File: config.mk
export PLATFORM = sky130hd
export DESIGN_NAME = pixel_array_readout_flat
export DESIGN_NICKNAME = d
export VERILOG_FILES = /design/src/rtl/pixel_array_readout_pkg.sv /design/src/rtl/pixel_array_readout_if.sv /design/src/rtl/pixel_row_capture.sv /design/src/rtl/pixel_array_readout.sv /design/src/flat_wrapper.sv
export SDC_FILE = /design/constraint.sdc
export NUM_CORES = 1
export LEC_CHECK = 0
export CAP_MARGIN = 20
export CORE_UTILIZATION = 48
export DETAILED_ROUTE_END_ITERATION = 12
export PLACE_DENSITY = 0.78
export SYNTH_ARGS = -nofsm -noshare
export SYNTH_HDL_FRONTEND = slang
export SYNTH_SLANG_ARGS = --single-unit
export TNS_END_PERCENT = 30
File: constraint.sdc
create_clock -name clk -period 2.8 [get_ports clk]
set_clock_uncertainty 0.05 [all_clocks]
set_input_delay 0.56 -clock clk [delete_from_list [all_inputs] [get_ports clk]]
set_output_delay 0.56 -clock clk [all_outputs]
set_load 0.01 [all_outputs]
File: src/rtl/pixel_array_readout_pkg.sv
// Shared configuration for the pixel array readout slice.
// Holds the default array geometry, the readout FSM state type, the pixel
// type and a small helper for index widths that stays legal for size 1.
package pixel_array_readout_pkg;

    localparam int PIXEL_ARRAY_HEIGHT = 4;
    localparam int PIXEL_ARRAY_WIDTH  = 4;
    localparam int PIXEL_BITS         = 8;

    typedef enum logic [2:0] {
        IDLE,
        SELECT,
        CAPTURE,
        STREAM,
        FINISH
    } readout_state_t;

    typedef logic [PIXEL_BITS-1:0] pixel_t;

    // Width of an index into n items; never 0 so ports stay declarable.
    function automatic int idx_bits(input int n);
        return (n > 1) ? $clog2(n) : 1;
    endfunction

endpackage

File: src/rtl/pixel_array_readout_if.sv
// Pixel stream interface between the readout controller and its sink.
//   valid : beat valid (driven by master)
//   ready : sink accepts beat (driven by slave)
//   data  : pixel value
//   row   : row index of the beat
//   col   : column index of the beat
//   last  : final beat of the frame
// Handshake: a beat transfers on a rising clock edge where valid && ready.
// Once valid is raised, valid and every payload field stay unchanged until
// that transfer; ready may change freely and never depends on valid.
interface pixel_array_readout_if #(
    parameter int BITS  = 8,
    parameter int ROW_W = 2,
    parameter int COL_W = 2
);
    logic             valid;
    logic             ready;
    logic [BITS-1:0]  data;
    logic [ROW_W-1:0] row;
    logic [COL_W-1:0] col;
    logic             last;

    modport master (output valid, data, row, col, last, input ready);
    modport slave  (input valid, data, row, col, last, output ready);
endinterface

File: src/rtl/pixel_row_capture.sv
// Row buffer for the readout controller.
//   clk     : system clock
//   load    : when high, the whole column bus is registered into the buffer
//   data_in : column bus from the array, WIDTH pixels of BITS each
//   col     : column select for the output mux
//   pix     : buffered pixel at column col
// The buffer has no reset; its contents are only read after a load.
module pixel_row_capture #(
    parameter int WIDTH = 4,
    parameter int BITS  = 8,
    parameter int COL_W = 2
) (
    input  logic                        clk,
    input  logic                        load,
    input  logic [WIDTH-1:0][BITS-1:0]  data_in,
    input  logic [COL_W-1:0]            col,
    output logic [BITS-1:0]             pix
);

    logic [WIDTH-1:0][BITS-1:0] buffer;

    always_ff @(posedge clk) begin
        if (load) begin
            buffer <= data_in;
        end
    end

    assign pix = buffer[col];

endmodule

File: src/rtl/pixel_array_readout.sv
// Row-sequenced readout controller for the pixel array.
// Selects one row at a time with a one-hot read line, lets the shared column
// bus settle, captures the row into a local buffer and streams it one pixel
// per beat. Supports a row window (first..last) and row subsampling.
//   clk       : system clock, rising edge
//   reset     : synchronous, active-high
//   start     : frame start pulse, only honoured in IDLE
//   row_first : first row of the window, sampled on start
//   row_last  : last row of the window, sampled on start (clamped to HEIGHT-1)
//   read      : one-hot row select to the array, 0 when not selecting
//   data_in   : column bus from the array
//   pix       : pixel stream (master side)
//   busy      : high from start accept until the frame completes
//   done      : one-cycle pulse at frame end
//   state_dbg : current FSM state
module pixel_array_readout
    import pixel_array_readout_pkg::*;
#(
    parameter int HEIGHT        = PIXEL_ARRAY_HEIGHT,
    parameter int WIDTH         = PIXEL_ARRAY_WIDTH,
    parameter int BITS          = PIXEL_BITS,
    parameter int SETTLE_CYCLES = 2,
    parameter int ROW_STEP      = 1,
    localparam int ROW_W        = idx_bits(HEIGHT),
    localparam int COL_W        = idx_bits(WIDTH)
) (
    input  logic                        clk,
    input  logic                        reset,
    input  logic                        start,
    input  logic [ROW_W-1:0]            row_first,
    input  logic [ROW_W-1:0]            row_last,
    output logic [HEIGHT-1:0]           read,
    input  logic [WIDTH-1:0][BITS-1:0]  data_in,
    pixel_array_readout_if.master       pix,
    output logic                        busy,
    output logic                        done,
    output readout_state_t              state_dbg
);

    localparam int CNT_W = idx_bits(SETTLE_CYCLES + 1);

    readout_state_t   state;
    logic [ROW_W-1:0] row_q;
    logic [ROW_W-1:0] last_q;
    logic [COL_W-1:0] col_q;
    logic [CNT_W-1:0] cnt_q;
    logic             valid_q;
    logic             last_beat_q;
    logic [BITS-1:0]  pix_mux;
    logic [ROW_W:0]   row_next;
    logic             final_row;
    logic             load;

    // One extra bit so row + step never wraps back into the window.
    assign row_next  = {1'b0, row_q} + (ROW_W+1)'(ROW_STEP);
    assign final_row = (row_next > {1'b0, last_q});
    assign load      = (state == CAPTURE);

    pixel_row_capture #(
        .WIDTH (WIDTH),
        .BITS  (BITS),
        .COL_W (COL_W)
    ) u_capture (
        .clk     (clk),
        .load    (load),
        .data_in (data_in),
        .col     (col_q),
        .pix     (pix_mux)
    );

    // read is registered one cycle behind the SELECT entry, so the first
    // SELECT cycle has read low and SELECT lasts SETTLE_CYCLES+1 cycles. The
    // row is then visible for SETTLE_CYCLES cycles before CAPTURE plus the
    // CAPTURE cycle itself, and the buffer samples at the end of CAPTURE.
    always_ff @(posedge clk) begin
        if (reset) begin
            state       <= IDLE;
            row_q       <= '0;
            last_q      <= '0;
            col_q       <= '0;
            cnt_q       <= '0;
            read        <= '0;
            valid_q     <= 1'b0;
            last_beat_q <= 1'b0;
            busy        <= 1'b0;
            done        <= 1'b0;
        end else begin
            done <= 1'b0;
            case (state)
                IDLE: begin
                    if (start) begin
                        row_q  <= row_first;
                        last_q <= (int'(row_last) >= HEIGHT) ? ROW_W'(HEIGHT - 1) : row_last;
                        cnt_q  <= '0;
                        busy   <= 1'b1;
                        state  <= SELECT;
                    end
                end
                SELECT: begin
                    // Only the first row can lie outside the window (empty window).
                    if (row_q > last_q) begin
                        read  <= '0;
                        state <= FINISH;
                    end else begin
                        read <= HEIGHT'(1) << row_q;
                        if (cnt_q == CNT_W'(SETTLE_CYCLES)) begin
                            state <= CAPTURE;
                        end else begin
                            cnt_q <= cnt_q + 1'b1;
                        end
                    end
                end
                CAPTURE: begin
                    read        <= '0;
                    valid_q     <= 1'b1;
                    col_q       <= '0;
                    last_beat_q <= (WIDTH == 1) && final_row;
                    state       <= STREAM;
                end
                STREAM: begin
                    if (valid_q && pix.ready) begin
                        if (int'(col_q) == WIDTH - 1) begin
                            valid_q     <= 1'b0;
                            last_beat_q <= 1'b0;
                            if (final_row) begin
                                state <= FINISH;
                            end else begin
                                row_q <= row_next[ROW_W-1:0];
                                cnt_q <= '0;
                                state <= SELECT;
                            end
                        end else begin
                            col_q       <= col_q + 1'b1;
                            last_beat_q <= (int'(col_q) + 2 == WIDTH) && final_row;
                        end
                    end
                end
                FINISH: begin
                    done  <= 1'b1;
                    busy  <= 1'b0;
                    state <= IDLE;
                end
                default: begin
                    state <= IDLE;
                end
            endcase
        end
    end

    assign pix.valid = valid_q;
    assign pix.data  = valid_q ? pix_mux : '0;
    assign pix.row   = row_q;
    assign pix.col   = col_q;
    assign pix.last  = last_beat_q;
    assign state_dbg = state;

endmodule

File: src/flat_wrapper.sv
// flat-port wrapper written by rule: the top's interface ports become plain ports
module pixel_array_readout_flat import pixel_array_readout_pkg::*;
#(
    parameter int HEIGHT        = PIXEL_ARRAY_HEIGHT,
    parameter int WIDTH         = PIXEL_ARRAY_WIDTH,
    parameter int BITS          = PIXEL_BITS,
    parameter int SETTLE_CYCLES = 2,
    parameter int ROW_STEP      = 1,
    localparam int ROW_W        = idx_bits(HEIGHT),
    localparam int COL_W        = idx_bits(WIDTH)
)
  (clk, reset, start, row_first, row_last, read, data_in, busy, done, state_dbg, pix_valid, pix_data, pix_row, pix_col, pix_last, pix_ready);
  pixel_array_readout_if #(.BITS(BITS), .ROW_W(2), .COL_W(2)) pix_i ();
  input  logic clk;
  input  logic reset;
  input  logic start;
  input  logic [ROW_W-1:0] row_first;
  input  logic [ROW_W-1:0] row_last;
  output logic [HEIGHT-1:0] read;
  input  logic [WIDTH-1:0][BITS-1:0] data_in;
  output logic busy;
  output logic done;
  output readout_state_t state_dbg;
  output wire logic [$bits(pix_i.valid)-1:0] pix_valid;
  output wire logic [$bits(pix_i.data)-1:0] pix_data;
  output wire logic [$bits(pix_i.row)-1:0] pix_row;
  output wire logic [$bits(pix_i.col)-1:0] pix_col;
  output wire logic [$bits(pix_i.last)-1:0] pix_last;
  input wire logic [$bits(pix_i.ready)-1:0] pix_ready;
  assign pix_valid = pix_i.valid;
  assign pix_data = pix_i.data;
  assign pix_row = pix_i.row;
  assign pix_col = pix_i.col;
  assign pix_last = pix_i.last;
  assign pix_i.ready = pix_ready;
  pixel_array_readout #(.HEIGHT(HEIGHT), .WIDTH(WIDTH), .BITS(BITS), .SETTLE_CYCLES(SETTLE_CYCLES), .ROW_STEP(ROW_STEP)) u_core (.clk(clk), .reset(reset), .start(start), .row_first(row_first), .row_last(row_last), .read(read), .data_in(data_in), .pix(pix_i), .busy(busy), .done(done), .state_dbg(state_dbg));
endmodule
==> results of run 1 <==
-- layer usage --
metal	up-vias	routed length (microns)	global-route usage, %
met5	-	0	0
met4	0	34	4.67
met3	4	265	7.12
met2	57	2200	33.0
met1	749	1820	21.4
li1	777	-	-
-- registers in the layout, indices dropped and copies added (netlist names) --
name,count
u_core.state_dbg,3
u_core.pix.col,2
u_core.busy,1
u_core.read,4
u_core.pix.row,2
u_core.pix.valid,1
u_core.done,1
u_core.pix.last,1
u_core.last_q,2
u_core.u_capture.buffer,32
u_core.cnt_q,2
-- worst reg2reg max path, delay by kind of cell, from the launching register on --
family / cells / cell delay (ns)
buffers and inverters: 1 / 0.15
adders and majority gates: 1 / 0.33
AOI/OAI and AO/OA: 3 / 0.57
and+or+nand+nor: 2 / 0.65
DFF: 1 / 0.50
-- through the flow --
stage          std cells  hold WS, ns  util [%]
3_5_place_dp         288        0.425      66.8
3_3_place_gp         288        0.407      66.8
4_1_cts              296        0.438      69.9
5_1_grt              296        0.472      69.9
2_1_floorplan        174        0.393         -
6_report             296        0.434      69.9
-- cells by family after synthesis --
group	Yosys count	synth area share, %
simple gates	56	13.8
flops	51	58.4
compound gates	29	8.77
buf+inv	16	3.54
mux	11	9.15
fa+ha+maj	11	6.32
-- power by group through the flow --
| stage | Clock, mW | Sequential (mW) | Combinational [mW] |
|---|---|---|---|
| 6_report | 0.595 | 0.848 | 0.254 |
| 5_1_grt | 0.643 | 0.852 | 0.279 |
| 4_1_cts | 0.607 | 0.848 | 0.255 |
| 3_5_place_dp | 0 | 0.865 | 0.253 |
| 3_3_place_gp | 0 | 0.865 | 0.247 |
| 2_1_floorplan | 0 | 0.860 | 0.141 |
-- synthesized netlist by cell type, drive strengths merged (2+ instances only) --
library cell	instances	area, sq um
edfxtp	32	961
buf	2	15.0
mux2i	3	30.0
dfxtp	19	380
a22oi	4	30.0
nor3	4	30.0
nor2b	2	12.5
nand2	7	26.3
nor2	18	67.6
nor4	2	12.5
and2b	3	23.8
a21oi	11	58.8
inv	9	33.8
mux4	8	180
o21ai	2	10.0
and2	8	50.1
nand3	4	25.0
ha	10	125
clkbuf	5	32.5
a211oi	2	20.0
-- worst min-delay path by stage --
stage / depth (start not counted) / to / start / slack [ns]
after global routing: 2 / u_core.pix.last / u_core.pix.last / 0.47
after floorplan: 2 / u_core.cnt_q[1] / u_core.cnt_q[1] / 0.39
after detailed placement: 2 / u_core.cnt_q[1] / u_core.cnt_q[1] / 0.43
after CTS: 2 / u_core.cnt_q[1] / u_core.cnt_q[1] / 0.44
final: 2 / u_core.pix.last / u_core.pix.last / 0.43
after global placement: 2 / u_core.cnt_q[1] / u_core.cnt_q[1] / 0.41
-- final cells by class --
class	instances	area, sq um
fill	327	1350
clock buffer	5	68.8
clock inverter	3	67.6
timing repair buffer	69	673
sequential	51	1340
multi-input combinational	107	877
tap	52	65.1
inverter	9	33.8
==> metrics.txt, run 1 <==
Net count, final=294; H-tree depth=2; internal power=1.31 mW; Clock Power Share=35.0%; Initial Util=51.3%; WP data arrival=1.96 ns; Yosys Warn Count=0; pre-CTS setup slack=0.183 ns; most frequent cells in the layout=clkdlybuf4s50_1 (62), edfxtp_1 (32), dfxtp_1 (19); crit path cell chain=buf_4 > mux4_2 > and2_1 > clkdlybuf4s50_1; dpl cell area=2990 sq um; Finish-stage setup viols=0; slowest CP cell=mux4_2; combinational power share=15.0%; main flop type after synthesis=edfxtp_1; Post-Layout Inst Area=3130 sq um; status=finished, violations left; synthesized area=2300 sq um; Antenna Nets Post-Route=0; Clk pin slew, worst setup/hold paths=0.09 ns; overall power=1.70 mW; Crit Path Category=reg2out; placer congestion estimate=0.831; initial antenna violation count=0; asr flop ratio synth=0%; DR vias=1587; final setup margin=0.233 ns; post-DR vias/cell=5.36; Max Fanout on Critical Path=8; Flop pwr share=50.0%; Antenna Cells=0; Critical Path RT=2.19 ns; Clock Path Buffers=2; Sinks on Clock Net=51; fin crit period=2.57 ns; CTS tree=done; Final Slew Violations=0; most common cell after layout, fill and taps aside=clkdlybuf4s50_1; Mapped Cells=174; synthesized net count=225; global route total overflow=0; Crit path depth=4; CTS buffer count=5; Sw Share=22.5%; Post-synth EDFFs=32; worst vdd ir=0.000361 V; input/output buffers=62; All-Layer GR Usage=18.7%; first-pass GRT wire length=7220 microns; clock tree root driver cell=clkbuf_8; die area=5070 sq um; Yosys reg bits=51; worst reg2reg setup slack=0.47 ns; Post-Route WL=4320 microns; CTS Hold Bufs=0; CP Launch Type=flop; Area Overhead vs Synth=36.1%; RSZ-0062 raised after global routing=false; CP top delay family=buffers and inverters; endpoints failing hold=0; # rows=24; crit path capture=pix_data[7]; Core Box Area=4470 sq um; Least-Margin Pin Slew=0.588 ns; pin count of the biggest net entering global routing=34; die height=71.2 microns; sw power=0.382 mW; Post-DP HPWL=3230 microns; Pwr Density=543 nW/um^2; Min-Delay Path Class=reg2reg; Setup crit start=u_core.pix.col[0]; setup TNS=0 ns; reg2reg end=u_core.cnt_q[1]; vias in the first global route=1603; DRT Pass-1 Iters=9; syn_area_per_cell=13.2 sq um; Slew HR=60.4%; Lkg Pwr=1.12 nW; Distinct cells, synth=47; Die Wd=71.2 microns; Critical Path Max Stage Delay=0.51 ns; Resized cells post-CTS=0; # DRC=3; Post-CTS Setup Inserts=0; max_cap viols=0; Skew-Pair Late Insertion Delay=0.30 ns; Routed WL per cell=14.6 microns; reg2reg path depth=7; failing checks=design-rule violations; Final Cycle Share=91.7%; I/O pin count=63; Seq/Total Area, Yosys=58.4%; element type at the critical path end=output port; RR Startpoint=u_core.pix.row[0]; initial DRC count=74; share of cells above drive strength 1=13.1%; fmax=390 MHz; buffers and inverters on the worst path=2
(Power assumes the default switching activity.)
==> inputs of run 2 (changes only) <==
CAP_MARGIN = unset   (was 20)
RECOVER_POWER = 100   (was unset)
==> metrics.txt, run 2 (same netlist as run 1, synthesis figures left out) <==
status=finished, violations left; failing checks=design-rule violations; vias in the first global route=1603; fin crit period=2.57 ns; worst vdd ir=0.000356 V; pre-CTS setup slack=0.183 ns; dpl cells=288; All-Layer GR Usage=18.7%; Min-Delay Path Class=reg2reg; crit path cell chain=buf_4 > mux4_2 > and2_1 > clkdlybuf4s50_1; die height=71.2 microns; setup TNS=0 ns; Clk pin slew, worst setup/hold paths=0.09 ns; clock tree root driver cell=clkbuf_8; Core Box Area=4470 sq um; Initial Util=51.3%; most frequent cells in the layout=dlygate4sd3_1 (47), edfxtp_1 (32), dfxtp_1 (19); endpoints failing hold=0; dpl cell area=2990 sq um; I/O pin count=63; Max Fanout on Critical Path=8; Resized cells post-CTS=0; Critical Path RT=2.19 ns; Routed WL per cell=14.5 microns; Sinks on Clock Net=51; initial DRC count=76; most common cell after layout, fill and taps aside=dlygate4sd3_1; DR vias=1578; Skew-Pair Late Insertion Delay=0.30 ns; Antenna Cells=0; Final Slew Violations=0; Least-Margin Pin Slew=0.784 ns; CTS tree=done; Post-DP HPWL=3230 microns; final setup margin=0.233 ns; Post-Route WL=4300 microns; CTS buffer count=5; input/output buffers=62; Area Overhead vs Synth=35.0%; Largest Register=u_core.u_capture.buffer; placer congestion estimate=0.831; Die Wd=71.2 microns; # rows=24; initial antenna violation count=0; DRT Pass-1 Iters=9; buffers and inverters on the worst path=2; WP data arrival=1.96 ns; Net count, final=294; Finish-stage setup viols=0; filler cell count=332; max reg flops=32; Antenna Nets Post-Route=0; element type at the critical path end=output port; Slew HR=47.7%; max_cap viols=0; die area=5070 sq um; Post-CTS Setup Inserts=0; share of cells above drive strength 1=11.1%; CP Launch Type=flop; CP top delay family=buffers and inverters; Crit Path Category=reg2out; Post-Layout Inst Area=3100 sq um; RSZ-0062 raised after global routing=false; Pwr Density=540 nW/um^2; Lkg Pwr=1.15 nW; global route total overflow=0; CTS Hold Bufs=0; first-pass GRT wire length=7220 microns; slowest CP cell=mux4_2; pin count of the biggest net entering global routing=34; overall power=1.67 mW; Clock Path Buffers=2; Critical Path Max Stage Delay=0.51 ns; Final Cycle Share=91.7%; # DRC=6; H-tree depth=2; fmax=390 MHz; post-DR vias/cell=5.33; fin cells=296
[run 2: changes by cell type in the layout (fill, tap and decap cells not counted), sizes merged]
cell	before	now
clkbuf	5	8
buf	7	4
clkdlybuf4s50	62	15
dlygate4sd3	0	47
[run 2: worst paths after layout]
| check | startpoint | endpoint | slack, ns | depth (start not counted) |
|---|---|---|---|---|
| min | u_core.pix.last | u_core.pix.last | 0.43 | 2 |
| min reg2reg | u_core.pix.last | u_core.pix.last | 0.43 | 2 |
| max reg2reg | u_core.pix.row[0] | u_core.pix.row[0] | 0.28 | 6 |
| max | u_core.pix.col[0] | pix_data[7] | 0.23 | 4 |
[run 2: metal layers]
metal / wire, microns / share of wire, % / vias to the layer above / global-route usage (%)
li1: - / - / 782 / -
met1: 1830 / 43 / 741 / 21.4
met2: 2180 / 51 / 51 / 33.0
met3: 255 / 5.9 / 4 / 7.12
met4: 34 / 0.79 / 0 / 4.67
met5: 0 / 0 / - / 0
[run 2: worst reg2reg max path: stages, from the launching register on]
cell and delay, ns:
dfxtp_1 0.40, fa_1 0.57, or3b_1 0.38, a211oi_1 0.51
nor3_1 0.23, mux2i_1 0.20, a21oi_1 0.08
[run 2: area by class of cell]
cell class | count | area (sq um) | area share [%]
inverter | 9 | 33.8 | 1.09
clock inverter | 3 | 67.6 | 2.18
clock buffer | 5 | 68.8 | 2.22
sequential | 51 | 1340 | 43.3
timing repair buffer | 69 | 663 | 21.4
multi-input combinational | 107 | 861 | 27.8
tap | 52 | 65.1 | 2.10
[run 2: metrics by stage]
stage	utilization, %	hold slack (ns)
finish	69.3	0.434
global route	69.3	0.469
CTS	69.9	0.438
detailed placement	66.8	0.425
global placement	66.8	0.407
floorplan	-	0.393
[run 2: power by group]
| group | leakage (nW) | internal (mW) | switching, mW |
|---|---|---|---|
| Sequential | 0.442 | 0.818 | 0.0287 |
| Combinational | 0.643 | 0.123 | 0.112 |
| Clock | 0.0644 | 0.356 | 0.236 |
